`src/rtl/muldiv_pkg.sv`:
```
// muldiv_pkg: shared definitions for the sequential multiply/divide unit.
//   - op encodings (OP_MULT, OP_MULTU, OP_DIV, OP_DIVU)
//   - FSM state encoding (IDLE, RUN, DONE)
//   - ITER: number of radix-2 iterations per operation
//   - helpers to decode an op and to take a 32-bit magnitude
package muldiv_pkg;

    localparam int ITER  = 32;
    localparam int CNT_W = $clog2(ITER);

    localparam logic [1:0] OP_MULT  = 2'd0;
    localparam logic [1:0] OP_MULTU = 2'd1;
    localparam logic [1:0] OP_DIV   = 2'd2;
    localparam logic [1:0] OP_DIVU  = 2'd3;

    typedef enum logic [1:0] {
        IDLE = 2'd0,
        RUN  = 2'd1,
        DONE = 2'd2
    } state_e;

    function automatic logic op_is_div(input logic [1:0] op);
        return (op == OP_DIV) || (op == OP_DIVU);
    endfunction

    function automatic logic op_is_signed(input logic [1:0] op);
        return (op == OP_MULT) || (op == OP_DIV);
    endfunction

    // Two's-complement magnitude; 32'h80000000 maps to itself, which is the
    // correct unsigned magnitude.
    function automatic logic [31:0] mag32(input logic [31:0] x, input logic is_signed);
        return (is_signed && x[31]) ? (~x + 32'd1) : x;
    endfunction

endpackage

```
`src/rtl/muldiv_step.sv`:
```
// muldiv_step: one combinational radix-2 iteration.
//   is_div  : 0 = shift-add multiply step, 1 = restoring divide step
//   acc_i   : 64-bit working register
//             multiply: {partial product high, multiplier / product low}
//             divide  : {partial remainder, dividend / quotient bits}
//   opnd_i  : multiplicand magnitude (multiply) or divisor magnitude (divide)
//   acc_o   : working register after this iteration
module muldiv_step
    import muldiv_pkg::*;
(
    input  logic        is_div,
    input  logic [63:0] acc_i,
    input  logic [31:0] opnd_i,
    output logic [63:0] acc_o
);

    logic [32:0] sum;     // high half plus multiplicand, carry kept
    logic [32:0] trial;   // 33-bit partial remainder after shifting in next dividend bit
    logic        ge;
    logic [31:0] rem_sub;

    always_comb begin
        sum     = {1'b0, acc_i[63:32]} + (acc_i[0] ? {1'b0, opnd_i} : 33'd0);
        trial   = {acc_i[63:32], acc_i[31]};
        ge      = (trial >= {1'b0, opnd_i});
        // When ge holds, trial - divisor < divisor, so 32 bits hold it exactly.
        rem_sub = trial[31:0] - opnd_i;

        if (is_div) begin
            acc_o = {(ge ? rem_sub : trial[31:0]), acc_i[30:0], ge};
        end else begin
            acc_o = {sum, acc_i[31:1]};
        end
    end

endmodule

```
`src/rtl/muldiv_seq.sv`:
```
// muldiv_seq: multi-cycle MULT/MULTU/DIV/DIVU unit for the EX stage.
//   clk, rst_n  : clock, asynchronous active-low reset
//   start       : issue request (ignored while busy or when flush is high)
//   op          : operation select (see muldiv_pkg)
//   busA, busB  : operands (multiplicand/dividend, multiplier/divisor)
//   flush       : squash any in-flight operation, suppress its write
//   stall       : high while iterating (RUN)
//   busy        : high in RUN and DONE
//   multWr      : one-cycle strobe, high the cycle after mult is updated
//   mult        : {HI,LO}; product, or {remainder, quotient}
// Handshake: start is accepted on a posedge only when busy=0 and flush=0;
// exactly one multWr pulse follows 33 edges later unless flushed or reset.
module muldiv_seq
    import muldiv_pkg::*;
(
    input  logic        clk,
    input  logic        rst_n,
    input  logic        start,
    input  logic [1:0]  op,
    input  logic [31:0] busA,
    input  logic [31:0] busB,
    input  logic        flush,
    output logic        stall,
    output logic        busy,
    output logic        multWr,
    output logic [63:0] mult
);

    state_e             state_q, state_d;
    logic [CNT_W-1:0]   cnt_q, cnt_d;
    logic [1:0]         op_q, op_d;
    logic [31:0]        a_q, a_d;
    logic [31:0]        b_q, b_d;
    logic [63:0]        acc_q, acc_d;
    logic [63:0]        mult_q, mult_d;
    logic               mult_wr_q, mult_wr_d;

    logic               is_div;
    logic               is_signed;
    logic [31:0]        step_opnd;
    logic [63:0]        step_acc;
    logic               signs_differ;
    logic [31:0]        quo;
    logic [31:0]        rem;
    logic [63:0]        result;

    assign is_div       = op_is_div(op_q);
    assign is_signed    = op_is_signed(op_q);
    assign step_opnd    = is_div ? mag32(b_q, is_signed) : mag32(a_q, is_signed);
    assign signs_differ = is_signed && (a_q[31] ^ b_q[31]);

    muldiv_step u_step (
        .is_div (is_div),
        .acc_i  (acc_q),
        .opnd_i (step_opnd),
        .acc_o  (step_acc)
    );

    // Sign fix-up of the unsigned magnitude result.
    always_comb begin
        quo = acc_q[31:0];
        rem = acc_q[63:32];
        if (!is_div) begin
            result = signs_differ ? (~acc_q + 64'd1) : acc_q;
        end else if (b_q == 32'd0) begin
            // Divide by zero: all-ones quotient, dividend returned unaltered.
            result = {a_q, 32'hFFFF_FFFF};
        end else begin
            result = {((is_signed && a_q[31]) ? (~rem + 32'd1) : rem),
                      (signs_differ ? (~quo + 32'd1) : quo)};
        end
    end

    always_comb begin
        state_d   = state_q;
        cnt_d     = cnt_q;
        op_d      = op_q;
        a_d       = a_q;
        b_d       = b_q;
        acc_d     = acc_q;
        mult_d    = mult_q;
        mult_wr_d = 1'b0;

        unique case (state_q)
            IDLE: begin
                if (start && !flush) begin
                    op_d    = op;
                    a_d     = busA;
                    b_d     = busB;
                    cnt_d   = '0;
                    // Low half seeds with the multiplier or the dividend.
                    acc_d   = {32'd0, (op_is_div(op) ? mag32(busA, op_is_signed(op))
                                                     : mag32(busB, op_is_signed(op)))};
                    state_d = RUN;
                end
            end
            RUN: begin
                if (flush) begin
                    cnt_d   = '0;
                    state_d = IDLE;
                end else begin
                    acc_d = step_acc;
                    cnt_d = cnt_q + CNT_W'(1);
                    if (cnt_q == CNT_W'(ITER - 1)) begin
                        state_d = DONE;
                    end
                end
            end
            DONE: begin
                state_d = IDLE;
                if (!flush) begin
                    mult_d    = result;
                    mult_wr_d = 1'b1;
                end
            end
            default: state_d = IDLE;
        endcase
    end

    always_ff @(posedge clk or negedge rst_n) begin
        if (!rst_n) begin
            state_q   <= IDLE;
            cnt_q     <= '0;
            op_q      <= 2'd0;
            a_q       <= 32'd0;
            b_q       <= 32'd0;
            acc_q     <= 64'd0;
            mult_q    <= 64'd0;
            mult_wr_q <= 1'b0;
        end else begin
            state_q   <= state_d;
            cnt_q     <= cnt_d;
            op_q      <= op_d;
            a_q       <= a_d;
            b_q       <= b_d;
            acc_q     <= acc_d;
            mult_q    <= mult_d;
            mult_wr_q <= mult_wr_d;
        end
    end

    assign stall  = (state_q == RUN);
    assign busy   = (state_q != IDLE);
    assign multWr = mult_wr_q;
    assign mult   = mult_q;

endmodule

```
`config.mk`:
```
export PLATFORM = sky130hd
export DESIGN_NAME = muldiv_seq
export DESIGN_NICKNAME = d
export VERILOG_FILES = /design/src/rtl/muldiv_pkg.sv /design/src/rtl/muldiv_step.sv /design/src/rtl/muldiv_seq.sv
export SDC_FILE = /design/constraint.sdc
export NUM_CORES = 1
export LEC_CHECK = 0
export CORE_MARGIN = 2
export CORE_UTILIZATION = 29
export DETAILED_ROUTE_END_ITERATION = 10
export GPL_ROUTABILITY_DRIVEN = 0
export PLACE_DENSITY = 0.51
export SLEW_MARGIN = 20
export SYNTH_ARGS = -nofsm -noshare
export SYNTH_HDL_FRONTEND = slang
export SYNTH_SLANG_ARGS = --single-unit
```
`constraint.sdc`:
```
create_clock -name clk -period 6.4 [get_ports clk]
set_clock_uncertainty 0.15 [all_clocks]
set_input_delay 1.28 -clock clk [delete_from_list [all_inputs] [get_ports clk]]
set_output_delay 1.28 -clock clk [all_outputs]
set_load 0.01 [all_outputs]
```
==> summary.txt, run 1 <==
Status
  – Status: finished, final reports clean

Floorplan
  – Core Region: 60200 µm²
  – Starting density of the core: 29.3%
  – Die area: 62900 µm²
  – Die W: 251 µm
  – Die Y: 251 µm
  – Rows: 90
  – I/O pin count: 137

STA
  – RSZ-0062 raised after global routing: false
  – Fmax: 174 MHz
  – Actual slew at the worst max-slew pin: 1040 ps
  – Post-route setup TNS: 0 ps
  – Min cycle time layout: 5730 ps
  – Final period utilization: 89.6%
  – Final setup viols: 0
  – Hold Fails Final Rpt: 0
  – Final Max Slew Viols: 0
  – Slew margin rel.: 30.8%

Clock network
  – CTS Root Cell: clkbuf_16
  – Clock Sinks: 202
  – Reg clk slew, reported paths: 60 ps
  – CTS tree: yes
  – Worst skew pair latency: 550 ps
  – CTS HTree Levels: 1
  – Post-CTS Setup Inserts: 0
  – Bufs on Longest Clock Path: 3
  – CTS Buf Count: 25

Cells and area
  – Util after Layout: 34.3%
  – Nets: 2523
  – Commonest non-fill, non-tap cell in the layout: nand2_1
  – Final non-filler cell total: 3178
  – Ratio of cells with drive above 1 in the final layout: 5.05%
  – Commonest non-fill, non-tap cells in the layout: 361 x nand2_1, 258 x nor2_1, 223 x a21oi_1
  – Area delta synth->final: 17.0%
  – Diode count: 0

Worst setup path
  – R2r setup slk: 670 ps
  – RR Startpoint: b_q[1]
  – Critical path fanouts, max: 31
  – Critical Path AT: 6000 ps
  – Element type at the critical path end: flop
  – Critical path type: reg -> reg
  – Critical Path Source Type: flop
  – Crit path from: b_q[1]
  – CP required: 6660 ps

Logic synthesis
  – Synthesized area per cell: 7.57 µm²
  – Synthesized Nets: 2478
  – Post-Syn Instances: 2334
  – Ys flop type: dfrtp_1
  – Yosys reg bits: 202
  – Seq/Total Area, Yosys: 28.6%
  – FFs w/ async S/R, synth: 100%
  – Synth warnings: 0
  – Syn Std Cell Area: 17700 µm²
  – Post-synth EDFFs: 0
  – Post-synth cell types: 83

Global routing
  – First-pass GRT wire length: 106000 µm
  – Overflow after GRT: 0
  – Vias in the first global route: 16716
  – Largest net degree at the start of global routing: 109
  – Initial antenna violation count: 5
  – GRT Util Overall: 21.8%

Worst hold path
  – Hold Path Origin: mult[36]
  – Hold crit path type: reg -> reg

Detailed routing
  – Vias: 17972
  – # DRC: 0
  – First DRT Iteration DRCs: 2341
  – Post-Route WL: 71100 µm
  – First-pass DRT Iterations: 6
  – Via density: 5.66
  – Post-DRT Antenna Nets: 0
  – Wirelength per Cell: 22.4 µm

Pwr
  – Worst IR Drop VDD: 0.230 mV
  – Power, Total: 0.00869 W
  – Pwr/cell area: 420 nW/µm²
  – P_leak: 8.65 nW

Placement
  – Port bufs: 136
  – Placed cell count: 3134
  – Hpwl dp: 55600 µm

Flow run
  – Max Cap Viol: 0
## logic make-up (layout without fill, tap and decap cells)
kind of cell / after synthesis / after routing / synth area share [%]
adders and majority gates: 74 / 74 / 5.33
and+or+nand+nor: 880 / 880 / 22.6
AOI/OAI and AO/OA: 686 / 686 / 23.6
xor gates and xnor gates: 251 / 251 / 12.4
buffers and inverters: 182 / 244 / 3.98
muxes: 59 / 59 / 3.42
DFF: 202 / 202 / 28.6
## final cells by class
| type | instances | area [µm²] |
|---|---|---|
| Fill cell | 6295 | 39600 |
| Multi-Input combinational cell | 1950 | 11900 |
| Sequential cell | 202 | 5060 |
| Timing Repair Buffer | 166 | 1600 |
| Tap cell | 782 | 978 |
| Clock buffer | 37 | 771 |
| Clock inverter | 7 | 188 |
| Inverter | 34 | 128 |
## power by group
| group | switching, W | internal [W] | leakage (nW) |
|---|---|---|---|
| clock network | 0.000601 | 0.00107 | 0.467 |
| logic | 0.00294 | 0.00193 | 5.54 |
| registers | 0.000655 | 0.00150 | 2.64 |
## state kept, by name, summed over array words and instances (netlist names)
register,count
multWr,1
op_q,2
b_q,32
state_q,2
acc_q,64
mult,64
a_q,32
cnt_q,5
## repair_timing
| action | CTS | global route |
|---|---|---|
| hold buffers | 0 | 0 |
| gates resized for setup | 0 | 1 |
| endpoints found under the setup margin | 0 | 1 |
## path summary, 6_finish.rpt
check / to / cells after the start
setup reg to reg: acc_q[58] / 18
hold reg to reg: mult[36] / 2
setup / recovery: acc_q[58] / 18
hold / removal: mult[36] / 2
min in group asynchronous: mult[21] / 1
max in group asynchronous: acc_q[61] / 2
## through the flow
stage | cell area (µm²) | setup WS [ps] | hold slack (ps)
floorplan | 17700 | 1090 | 292
global placement | 19700 | 642 | 315
detailed placement | 19700 | 544 | 325
CTS | 20700 | 508 | 338
global route | 20700 | 237 | 358
finish | 20700 | 667 | 327
## cell usage after synthesis (12+ instances only)
master	n	area, µm²
nor4_1	20	125
or3_1	28	175
clkbuf_1	131	492
nand3_1	24	120
ha_1	72	901
nand2_1	361	1360
a22oi_1	14	105
a21oi_1	223	1120
a21o_1	27	203
dfrtp_1	202	5050
xor2_1	110	963
o31ai_1	33	248
nand2b_1	14	87.6
o21ai_0	212	1060
o41ai_1	12	105
mux2i_1	48	480
nand4_1	17	106
inv_1	31	116
nor2_1	260	976
nor3_1	55	275
nor2b_1	16	100
o221ai_1	12	105
a31oi_1	25	156
a211oi_1	23	173
or4_1	20	150
xnor2_1	141	1230
## metal layers
metal	global-route usage, %	wire length [µm]
met2	33.7	31100
met5	0	31
met4	3.93	1460
met3	2.80	5330
met1	32.4	33300
## critical path: stages, from the launching register on
cell,delay [ps]
dfrtp_1,390
inv_1,100
ha_1,170
or3b_2,500
or4_1,580
nor4_2,410
a21oi_1,160
xnor2_1,260
a21oi_1,150
ha_1,440
and3_1,280
nor2b_1,410
nand3b_1,130
o21bai_1,220
o31a_1,170
o31a_4,420
nor2_1,190
a222oi_1,340
o21ai_0,130
Power figures use the tool's default switching activity.
==> run 2, diff against run 1 <==
--- a/config.mk
+++ b/config.mk
@@ -8,9 +8,7 @@
 export CORE_MARGIN = 2
 export CORE_UTILIZATION = 29
 export DETAILED_ROUTE_END_ITERATION = 10
-export GPL_ROUTABILITY_DRIVEN = 0
 export PLACE_DENSITY = 0.51
-export SLEW_MARGIN = 20
 export SYNTH_ARGS = -nofsm -noshare
 export SYNTH_HDL_FRONTEND = slang
 export SYNTH_SLANG_ARGS = --single-unit
==> run 2 against run 1 <==
  * Design area decreased by 0.36%
  * Hold slack about the same
  * Critical path depth unchanged
  * Final cell count increased by 0.16%
  * Via count decreased by 0.21%
  * Sequential share of layout area increased by 0.089 points
  * Clock power decreased by 11%
  * Utilization decreased by 0.12 points
  * First-iteration DRC count decreased by 26%
  * Global-route usage increased by 0.78 points
  * Non-clock buffer count increased by 9
==> summary.txt, run 2 (synthesis results as in run 1) <==
Status
  – Status: finished, final reports clean

STA
  – Post-route setup TNS: 0 ps
  – Final Max Slew Viols: 0
  – Fmax: 171 MHz
  – Min cycle time layout: 5840 ps
  – Actual slew at the worst max-slew pin: 1310 ps
  – Hold Fails Final Rpt: 0
  – Final setup viols: 0
  – Slew margin rel.: 12.4%
  – RSZ-0062 raised after global routing: false
  – Final worst slack: 560 ps
  – Final period utilization: 91.3%

Cells and area
  – Commonest non-fill, non-tap cell in the layout: nand2_1
  – Reg area: 5060 µm²
  – Area taken by multi-input logic gates: 11900 µm²
  – Ratio of cells with drive above 1 in the final layout: 5.16%
  – Filler Cells Inserted: 6299
  – Area delta synth->final: 16.6%
  – Commonest non-fill, non-tap cells in the layout: 361 x nand2_1, 258 x nor2_1, 223 x a21oi_1
  – Nets: 2531
  – Diode count: 0
  – Util after Layout: 34.2%

Floorplan
  – I/O pin count: 137
  – Rows: 90
  – Die W: 251 µm
  – Starting density of the core: 29.3%
  – Die Y: 251 µm
  – Die area: 62900 µm²
  – Core Region: 60200 µm²

Global routing
  – GRT Util Overall: 22.5%
  – Vias in the first global route: 16788
  – Initial antenna violation count: 0
  – Largest net degree at the start of global routing: 155
  – First-pass GRT wire length: 109000 µm
  – Overflow after GRT: 0

Worst setup path
  – Crit path buf inv count: 0
  – Element type at the critical path end: flop
  – Slowest cell delay on critical path: 610 ps
  – Crit-path slowest cell: or4_1
  – CP most frequent cell: or4_1
  – Largest delay share family, worst path: simple AND/OR/NAND/NOR gates
  – Crit-path cells: or4_1 -> or4_1 -> nor2_1 -> nand3_1 -> nor2b_1 -> a31oi_1 -> xnor2_1 -> mux2_2 -> ha_1 -> a211oi_1 -> o211ai_1 -> a311o_1 -> o21bai_1 -> o31a_1 -> o31a_2 -> and2_1 -> a222oi_1 -> o21ai_0
  – CP required: 6660 ps
  – Stages on worst setup path: 18
  – Critical Path AT: 6100 ps
  – Cells on worst reg2reg path: 18
  – Critical Path Source Type: flop
  – Critical path type: reg -> reg
  – Critical path fanouts, max: 21

Pwr
  – P_leak: 8.63 nW
  – Pwr/cell area: 416 nW/µm²
  – Worst IR Drop VDD: 0.230 mV

Detailed routing
  – Via density: 5.63
  – First-pass DRT Iterations: 5
  – Vias: 17935
  – Post-Route WL: 73100 µm
  – Post-DRT Antenna Nets: 0
  – Wirelength per Cell: 23.0 µm
  – First DRT Iteration DRCs: 1737
  – # DRC: 0

Clock network
  – Worst skew pair latency: 560 ps
  – CTS HTree Levels: 1
  – Clock Sinks: 202
  – CTS tree: yes
  – CTS Root Cell: clkbuf_16
  – Bufs on Longest Clock Path: 3
  – Reg clk slew, reported paths: 60 ps
  – CTS Buf Count: 24
  – CTS Hold Bufs: 0

Worst hold path
  – Hold depth: 2
  – Hold crit path type: reg -> reg

Placement
  – Hpwl dp: 57300 µm
  – Port bufs: 136
  – Place WS: 438 ps
  – RePlAce Congestion: 0.933

Flow run
  – Max Cap Viol: 0
==> run 2: changes by cell type in the layout (fill, tap and decap cells not counted), moves of 2 or more <==
cell,before,now
buf_4,29,38
clkbuf_8,11,6
bufinv_16,6,4
clkbuf_1,2,4
==> run 2: repair_timing <==
item	in CTS	in global routing
resized for setup	0	1
setup buffers	0	0
setup endpoints to repair	0	1
==> run 2: routing by layer <==
metal | wire length (µm) | GRT usage, % | vias up
met4 | 1620 | 5.13 | 0
met3 | 5230 | 3.28 | 95
li1 | - | - | 8399
met2 | 31900 | 34.2 | 697
met1 | 34400 | 33.5 | 8744
met5 | 0 | 0 | -
==> run 2: worst paths after layout <==
kind / start / end / slack [ps]
hold reg to reg: mult[34] / mult[34] / 330
max in group asynchronous: rst_n / op_q[1] / 4270
setup / recovery: a_q[3] / acc_q[62] / 560
hold / removal: mult[34] / mult[34] / 330
setup reg to reg: a_q[3] / acc_q[62] / 560
min in group asynchronous: rst_n / mult[25] / 500
==> run 2: stage by stage <==
stage	instance area, µm²	instances	power, W	hold WS, ps
final	20600	3183	0.00857	327
after global routing	20600	3183	0.00917	351
after CTS	20600	3183	0.00852	333
after detailed placement	19800	3143	0.00701	320
after global placement	19800	3143	0.00700	311
after floorplan	17700	2334	0.00543	292
==> run 2: final cells by class <==
type | instances | area share, %
clock inverters | 7 | 0.723
clock buffers | 33 | 3.32
inverters | 34 | 0.620
well taps | 782 | 4.75
repair buffers | 175 | 8.09
flip-flops and latches | 202 | 24.6
multi-input cells | 1950 | 57.9
==> run 2: power by group <==
group / switching (W) / internal, W / total [W]
logic: 0.00298 / 0.00196 / 0.00494
registers: 0.000645 / 0.00150 / 0.00214
clock network: 0.000583 / 0.000903 / 0.00149
==> run 2: worst min-delay path: stages, from the launching register on <==
cell	delay, ps
dfrtp_1	340
nand2_1	50
o21ai_0	60
